File: config.mk
export PLATFORM = sky130hd
export DESIGN_NAME = spi_xfer_arbiter
export DESIGN_NICKNAME = d
export VERILOG_FILES = /design/src/rtl/spi_xfer_arbiter.sv
export SDC_FILE = /design/constraint.sdc
export NUM_CORES = 1
export LEC_CHECK = 0
export ABC_CLOCK_PERIOD_IN_PS = 1300
export BUFFER_PORTS_ARGS = -buffer_cell sky130_fd_sc_hd__clkbuf_2
export CAP_MARGIN = 20
export CORE_AREA = 2 2 63 65
export CTS_CLUSTER_DIAMETER = 30
export DETAILED_ROUTE_END_ITERATION = 7
export DIE_AREA = 0 0 65 67
export PLACE_DENSITY = 0.73
export SYNTH_ARGS = -nofsm -noshare
export SYNTH_HDL_FRONTEND = slang
export SYNTH_SLANG_ARGS = --single-unit
export TNS_END_PERCENT = 10
File: constraint.sdc
create_clock -name clk_i -period 1.3 [get_ports clk_i]
set_input_delay 0.195 -clock clk_i [delete_from_list [all_inputs] [get_ports clk_i]]
set_output_delay 0.195 -clock clk_i [all_outputs]
set_load 0.05 [all_outputs]
File: src/rtl/spi_xfer_arbiter.sv
// Wishbone master that configures simple_spi and runs round-robin byte exchanges for NUM_REQ requesters.
// Optional macro SPI_XFER_IRQ_WAIT_EN: wait on inta_i instead of polling SPSR.RFEMPTY.
module spi_xfer_arbiter #(
    parameter int          NUM_REQ   = 2,
    parameter logic [7:0]  SPCR_INIT = 8'h50,
    parameter logic [7:0]  SPER_INIT = 8'h00
) (
    input  logic                 clk_i,
    input  logic                 rst_i,
    input  logic [NUM_REQ-1:0]   req_i,
    input  logic [NUM_REQ*8-1:0] req_data_i,
    output logic [NUM_REQ-1:0]   done_o,
    output logic [7:0]           rsp_data_o,
    output logic                 busy_o,
    output logic                 init_done_o,
    output logic                 cyc_o,
    output logic                 stb_o,
    output logic                 we_o,
    output logic [1:0]           adr_o,
    output logic [7:0]           dat_o,
    input  logic [7:0]           dat_i,
    input  logic                 ack_i,
    input  logic                 inta_i
);
    localparam int IDX_W = (NUM_REQ > 1) ? $clog2(NUM_REQ) : 1;

    localparam logic [1:0] ADR_SPCR = 2'd0;
    localparam logic [1:0] ADR_SPSR = 2'd1;
    localparam logic [1:0] ADR_SPDR = 2'd2;
    localparam logic [1:0] ADR_SPER = 2'd3;

`ifdef SPI_XFER_IRQ_WAIT_EN
    localparam logic [7:0] SPCR_WR = SPCR_INIT | 8'h80;
    typedef enum logic [2:0] {
        CFG_SPCR, CFG_SPER, IDLE, WR_DATA, WAIT_IRQ, RD_DATA, CLR, DONE
    } state_t;
`else
    localparam logic [7:0] SPCR_WR = SPCR_INIT;
    typedef enum logic [2:0] {
        CFG_SPCR, CFG_SPER, IDLE, WR_DATA, POLL, RD_DATA, CLR, DONE
    } state_t;
    logic unused_inta;
    assign unused_inta = inta_i;
`endif

    state_t               state_q;
    logic [IDX_W-1:0]     ptr_q;
    logic [IDX_W-1:0]     win_q;
    logic [7:0]           tx_q;
    logic [NUM_REQ-1:0]   done_q;
    logic [7:0]           rsp_q;
    logic                 busy_q;
    logic                 init_q;
    logic                 cyc_q;
    logic                 we_q;
    logic [1:0]           adr_q;
    logic [7:0]           dat_q;

    // Rotate requests so bit 0 is the pointer position; the lowest set bit then wins.
    logic [2*NUM_REQ-1:0] req_dbl;
    logic [NUM_REQ-1:0]   req_rot;
    logic [7:0]           tx_bytes [NUM_REQ];

    assign req_dbl = {req_i, req_i} >> ptr_q;
    assign req_rot = req_dbl[NUM_REQ-1:0];

    genvar gi;
    generate
        for (gi = 0; gi < NUM_REQ; gi++) begin : g_tx
            assign tx_bytes[gi] = req_data_i[8*gi +: 8];
        end
    endgenerate

    logic             grant_vld_d;
    logic [IDX_W-1:0] grant_idx_d;
    logic [IDX_W-1:0] ptr_d;

    always_comb begin
        int off;
        int sum;
        off = 0;
        sum = 0;
        grant_vld_d = |req_rot;
        for (int j = NUM_REQ - 1; j >= 0; j--) begin
            if (req_rot[j]) begin
                off = j;
            end
        end
        sum = int'(ptr_q) + off;
        if (sum >= NUM_REQ) begin
            sum = sum - NUM_REQ;
        end
        grant_idx_d = IDX_W'(sum);
        sum = sum + 1;
        if (sum >= NUM_REQ) begin
            sum = 0;
        end
        ptr_d = IDX_W'(sum);
    end

    // Access descriptor for whichever state currently owns the bus.
    logic       acc_en_d;
    logic       acc_we_d;
    logic [1:0] acc_adr_d;
    logic [7:0] acc_dat_d;

    always_comb begin
        acc_en_d  = 1'b1;
        acc_we_d  = 1'b1;
        acc_adr_d = ADR_SPCR;
        acc_dat_d = 8'h00;
        case (state_q)
            CFG_SPCR: begin acc_adr_d = ADR_SPCR; acc_dat_d = SPCR_WR;   end
            CFG_SPER: begin acc_adr_d = ADR_SPER; acc_dat_d = SPER_INIT; end
            WR_DATA:  begin acc_adr_d = ADR_SPDR; acc_dat_d = tx_q;      end
`ifndef SPI_XFER_IRQ_WAIT_EN
            POLL:     begin acc_we_d = 1'b0; acc_adr_d = ADR_SPSR;       end
`endif
            RD_DATA:  begin acc_we_d = 1'b0; acc_adr_d = ADR_SPDR;       end
            CLR:      begin acc_adr_d = ADR_SPSR; acc_dat_d = 8'h80;     end
            default:  acc_en_d = 1'b0;
        endcase
    end

    always_ff @(posedge clk_i) begin
        if (rst_i) begin
            state_q <= CFG_SPCR;
            ptr_q   <= '0;
            win_q   <= '0;
            tx_q    <= 8'h00;
            done_q  <= '0;
            rsp_q   <= 8'h00;
            busy_q  <= 1'b0;
            init_q  <= 1'b0;
            cyc_q   <= 1'b0;
            we_q    <= 1'b0;
            adr_q   <= 2'd0;
            dat_q   <= 8'h00;
        end else begin
            done_q <= '0;
            if (acc_en_d) begin
                if (!cyc_q) begin
                    cyc_q <= 1'b1;
                    we_q  <= acc_we_d;
                    adr_q <= acc_adr_d;
                    dat_q <= acc_dat_d;
                end else if (ack_i) begin
                    // Dropping the cycle here guarantees an idle cycle before the next access.
                    cyc_q <= 1'b0;
                    we_q  <= 1'b0;
                    adr_q <= 2'd0;
                    dat_q <= 8'h00;
                    case (state_q)
                        CFG_SPCR: state_q <= CFG_SPER;
                        CFG_SPER: begin
                            state_q <= IDLE;
                            init_q  <= 1'b1;
                        end
`ifdef SPI_XFER_IRQ_WAIT_EN
                        WR_DATA:  state_q <= WAIT_IRQ;
`else
                        WR_DATA:  state_q <= POLL;
                        POLL: begin
                            if (!dat_i[0]) begin
                                state_q <= RD_DATA;
                            end
                        end
`endif
                        RD_DATA: begin
                            rsp_q   <= dat_i;
                            state_q <= CLR;
                        end
                        CLR: begin
                            done_q  <= NUM_REQ'(1) << win_q;
                            busy_q  <= 1'b0;
                            state_q <= DONE;
                        end
                        default: state_q <= state_q;
                    endcase
                end
            end else begin
                case (state_q)
                    IDLE: begin
                        if (grant_vld_d) begin
                            win_q   <= grant_idx_d;
                            tx_q    <= tx_bytes[grant_idx_d];
                            ptr_q   <= ptr_d;
                            busy_q  <= 1'b1;
                            state_q <= WR_DATA;
                        end
                    end
`ifdef SPI_XFER_IRQ_WAIT_EN
                    WAIT_IRQ: begin
                        if (inta_i) begin
                            state_q <= RD_DATA;
                        end
                    end
`endif
                    DONE:    state_q <= IDLE;
                    default: state_q <= state_q;
                endcase
            end
        end
    end

    assign done_o      = done_q;
    assign rsp_data_o  = rsp_q;
    assign busy_o      = busy_q;
    assign init_done_o = init_q;
    assign cyc_o       = cyc_q;
    assign stb_o       = cyc_q;
    assign we_o        = we_q;
    assign adr_o       = adr_q;
    assign dat_o       = dat_q;

endmodule

### After elaboration in Yosys (flattened, before gate mapping)

Index checks and enable logic that the tools add are counted.
W data, S select, Z words.

* bits in registers: 37
* input bits: 30
* output and inout port bits: 25
* logic and storage cells: 87

* add/subtract/negate cells: 3
* $lt $le $gt $ge: 3
* equality and inequality tests: 14
* shift operators: 2
* multiplexer cells: 32
* bitwise operators: 5
* reductions and logical operators: 16

Operator list (number)
* $ge A32 B3 Y1 const B: 2
* $mux W32: 2
* $mux W8: 5
* $add A2 B32 Y32: 1
* $add A32 B2 Y32 const B: 1
* $sub A32 B3 Y32 const B: 1
* $pmux W8 S3: 1
* $pmux W3 S6: 1
* $mux W3: 5
* $mux W1: 14
* $eq A3 B3 Y1 const B: 4
* $reduce_and A4 Y1: 2
* $reduce_or A2 Y1: 4
* $ne A7 B1 Y1 const B: 1
* $eq A3 B2 Y1 const B: 2
* $ne A2 B2 Y1 const B: 3
* $ne A3 B3 Y1 const B: 2
* $pmux W2 S3: 1
* $pmux W3 S2: 1
* $reduce_and A6 Y1: 1
* $reduce_or A6 Y1: 1
* $reduce_and A5 Y1: 1
* $reduce_or A5 Y1: 1
* $mux W2: 2
* 12 further kinds: 16

### Logic depth before layout (Yosys ltp)

* depth after elaboration: 10
* depth in mapped cells: 6
* depth with buffers taken out: 4

### Least setup slack after synthesis

No wires, ideal clock.

* path type: register to register
* start point: register cyc_q (netlist: cyc_o)
* end point: register state_q[0]
* library setup time: 70 ps
* data arrival time: 1610 ps
* required time: 1230 ps
* slack: -380 ps
* cell stages (with the launch flop): 6
* path buffers: 1
* clock period less this slack: 1680 ps
* cells stage by stage: dfxtp_1 -> buf_2 -> nand2_1 -> a21boi_1 -> or3_1 -> a21oi_1

* word-level cells in the longest chain between the ends: 2

RTL lines
* start: declaration: RTL line 54 `logic cyc_q;`
* start signal: assignment: RTL line 135 `cyc_q <= 1'b0;`
* start signal: assignment: RTL line 143 `cyc_q <= 1'b1;`
* start signal: assignment: RTL line 149 `cyc_q <= 1'b0;`
* $ne A2 B2 Y1 (no line)
* $reduce_and A6 Y1 (no line)
* end signal: assignment: RTL line 178 `default: state_q <= state_q;`
* end signal: assignment: RTL line 200 `default: state_q <= state_q;`
* end: declaration: RTL line 46 `state_t state_q;`

Every way passes these cells.
A chain may end at the register's enable or synchronous reset.

### Worst setup path after layout

* start point: register state_q[2]
* end point: register state_q[0]

* word-level cells in the longest chain between the ends: 5
* elaborated cells between the ends (all ways): 22
* classes of those cells: eq/ne (12); mux (6); reduce/logical (4)

RTL lines (RTL line)
* $eq A3 B3 Y1, or another cell as far along: 112, 153
* $reduce_or A6 Y1 (no line) or $pmux W3 S6 (tied branches)
* $mux W1 or $mux W3 (tied branches): 112, 147
* $ne A7 B1 Y1 (no line), or another cell as far along
* $reduce_and A6 Y1 (no line) or $mux W3 (tied branches)

Several ways; a longest one is shown, not always the timed one. The select of a mux whose other input is x is not followed.

==> results.txt <==
----------------------------------------------------
[Status]
  Run status ... finished with violations
  Violated checks ... setup timing

[Timing]
  Setup slack after layout ... -0.0368 ns
  Final count of pins violating max slew ... 0
  RSZ-0062 raised after global routing ... true
  Fin crit share ... 1.03
  Shortest period the worst path allows ... 1.34 ns
  Final hold violation count ... 0
  Max transition margin ... 0.680
  Final number of setup-violating endpoints ... 7
  Fin Clk Skew ... 0.00501 ns
  Pin slew with the least headroom to its limit ... 0.467 ns
  Fmax ... 0.748 GHz

[Power]
  Peak ir drop on the vdd network ... 0.667 mV
  Leak pwr ... 1.01 nW
  Total power consumption of the routed design ... 0.00246 W
  Power per cell area ... 1130 nW/µm²

[Setup path]
  Type of the worst setup path ... reg -> reg
  CP Max Fanout ... 8
  Worst Setup End Kind ... flip-flop
  Arrival time reported for the critical path endpoint ... 1.55 ns
  Critical path's slowest cell ... dfxtp_4
  Maximum cell stage delay along the critical path ... 0.38 ns
  Required time at the worst-slack endpoint ... 1.52 ns
  Worst Setup Start Kind ... flip-flop
  Chain of cells forming the critical path ... and3b_1, a31o_2, or3_4, a21oi_2

[GRT]
  Antenna violations before repair ... 0
  Most utilized layer in the global route result ... met2
  Met1 track demand over resource in global routing ... 0.222
  Met3 Track Usage GR ... 0.0422
  Via count of the first global-routing pass ... 1428
  Maximum number of pins on one net before global-route repair ... 21
  Grt met2 use ... 0.314
  GRT Resource Usage Total ... 0.184
  Wire length of the first global-routing pass ... 6150 µm
  Grt total ovfl ... 0

[Place]
  Worst slack, placed ... -0.169 ns
  Cell count after placement ... 288
  Placed wire-length estimate ... 2800 µm
  Routability-driven placement congestion ratio ... 0.909
  Port Buf Inserts ... 53

[Yosys]
  Total of flip-flops plus latches after synthesis ... 37
  Number of enable flip-flop cells after synthesis ... 0
  Warnings from Yosys ... 0
  Async SR Flop Fraction ... 0
  Most common flop cell mapped by yosys ... dfxtp_1
  Post-Syn Area ... 1560 µm²
  Number of nets produced by synthesis ... 207
  Sequential area share after synthesis ... 0.476
  Post-synth cell types ... 33
  Mapped Cells ... 177
  Syn avg cell area ... 8.79 µm²

[Routing]
  Sum of routed wire length over all layers ... 3780 µm
  Remaining number of nets flagged by the antenna check after routing ... 0
  First-pass iteration count of the detailed router ... 4
  DR vias/cell ... 5.15
  Number of design rule violations left after detail routing ... 0
  Total number of vias ... 1515
  Routed WL per cell ... 12.9 µm
  Starting DRC count in detailed routing ... 50

[Floorplan]
  Core Rows ... 22
  Top-Level Pins ... 55
  Full die area ... 4360 µm²
  Die W ... 65 µm
  Y dimension of the die ... 67 µm
  Core area ... 3610 µm²
  Effective utilization at floorplan ... 0.431

[Final layout]
  Antenna diodes ... 0
  P&R area growth vs syn ... 40.2%
  Fillers ... 313
  Final Instance Count excl. Fillers ... 294
  Utilization after layout ... 0.605
  Proportion of layout cells with a drive suffix above 1 ... 0.427
  Total Nets Final ... 276

[Run]
  Max-capacitance violation count ... 0

[Clocking]
  CTS H-Tree Depth ... 2
  Hold Buf Count CTS ... 0
  CTS clock-pin slew for the worst setup and hold paths ... 0.07 ns
  Cell at the root of the clock tree ... clkbuf_8
  Num CTS Buffers ... 5
  Worst-skew pair later-pin latency ... 0.29 ns
  CTS Sinks ... 37
  Clock tree from TritonCTS ... built
  Postcts setup bufs ... 0
  Deepest clock path buffer count ... 2

[Min path]
  Path type of the worst min-delay path ... in -> reg

----------------------------------------------------
[power by group]
group / total, W / switching, W / internal [W]
clock: 0.000933 / 0.000376 / 0.000557
combinational: 0.000340 / 0.000201 / 0.000140
sequential: 0.00119 / 0.0000301 / 0.00116
[flip-flops by register name, summed over array words and instances (netlist names)]
name	flops
adr_o	2
dat_o	8
we_o	1
busy_o	1
win_q	1
tx_q	8
state_q	3
ptr_q	1
done_o	2
rsp_data_o	8
cyc_o	1
init_done_o	1
[timing repair]
item	in CTS	in global routing
pin swaps	1	2
resized for setup	10	10
setup endpoints to repair	32	28
[routing by layer]
layer / share of wire / up-vias
li1: - / 765
met1: 0.43 / 681
met2: 0.48 / 62
met3: 0.072 / 7
met4: 0.017 / 0
met5: 0 / -
[Yosys cell counts (3+ instances only)]
cell	number	area (µm²)
a21o_1	4	30.0
a21oi_1	5	25.0
a22o_1	5	43.8
a311oi_1	10	87.6
a31oi_1	6	37.5
buf_2	4	20.0
clkbuf_1	7	26.3
dfxtp_1	37	741
mux2i_1	8	80.1
nand2_1	26	97.6
nor2_1	23	86.3
nor2b_1	5	31.3
nor3_1	6	30.0
nor4_1	3	18.8
o21ai_0	3	15.0
[worst paths after layout]
check                                start             to  slack, ns  depth (start not counted)
worst max-delay path            state_q[2]     state_q[0]      -0.04                          4
worst min-delay path              dat_i[2]  rsp_data_o[2]       0.14                          3
worst max register to register  state_q[2]     state_q[0]      -0.04                          4
worst min register to register    dat_o[7]       dat_o[7]       0.46                          2
[stage by stage]
stage / hold WS (ns) / TNS [ns] / instance area [µm²]
CTS: 0.141 / -0.143 / 2160
detailed placement: 0.439 / -2.30 / 2020
finish: 0.142 / -0.0593 / 2180
global route: 0.147 / -1.02 / 2180
global placement: 0.433 / -1.70 / 2020
floorplan: 0.339 / -0.160 / 1590
[area by class of cell]
| cell class | instances | area (µm²) | area share |
|---|---|---|---|
| inverters | 2 | 7.51 | 0.00344 |
| clock buffers | 5 | 68.8 | 0.0316 |
| multi-input cells | 123 | 790 | 0.362 |
| flip-flops and latches | 37 | 756 | 0.347 |
| repair buffers | 77 | 464 | 0.213 |
| clock inverters | 2 | 35.0 | 0.0161 |
| well taps | 48 | 60.1 | 0.0275 |
[logic make-up (layout without fill, tap and decap cells)]
| kind of cell | Yosys count | after routing | synth area share |
|---|---|---|---|
| xor gates and xnor gates | 1 | 1 | 0.00563 |
| DFF | 37 | 37 | 0.476 |
| buffers and inverters | 17 | 86 | 0.0587 |
| AOI/OAI and AO/OA | 41 | 41 | 0.195 |
| and+or+nand+nor | 73 | 73 | 0.213 |
| muxes | 8 | 8 | 0.0515 |
[critical path, delay by kind of cell, from the launching register on]
family / cells / cell delay [ns]
compound gates: 2 / 0.35
simple gates: 2 / 0.53
flops: 1 / 0.38
[cell usage in the layout (no fill, tap or decap), drive strengths merged]
master / netlist / layout
nand2: 26 / 26
clkbuf: 7 / 58
and3b: 1 / 1
and2b: 1 / 1
a2111oi: 1 / 1
nor4b: 1 / 1
a21boi: 2 / 2
a22o: 5 / 5
buf: 8 / 24
a211oi: 2 / 2
or3: 2 / 2
or4: 1 / 1
bufinv: 0 / 1
nor2: 23 / 23
a31oi: 6 / 6
a21o: 4 / 4
mux2i: 8 / 8
inv: 2 / 2
nor4: 3 / 3
nor2b: 5 / 5
xnor2: 1 / 1
a311oi: 10 / 10
dfxtp: 37 / 37
nor3: 6 / 6
clkinv: 0 / 1
a31o: 1 / 1
nand2b: 2 / 2
nand3: 2 / 2
a21oi: 6 / 6
o21ai: 3 / 3
a22oi: 1 / 1
Power figures use the tool's default switching activity.
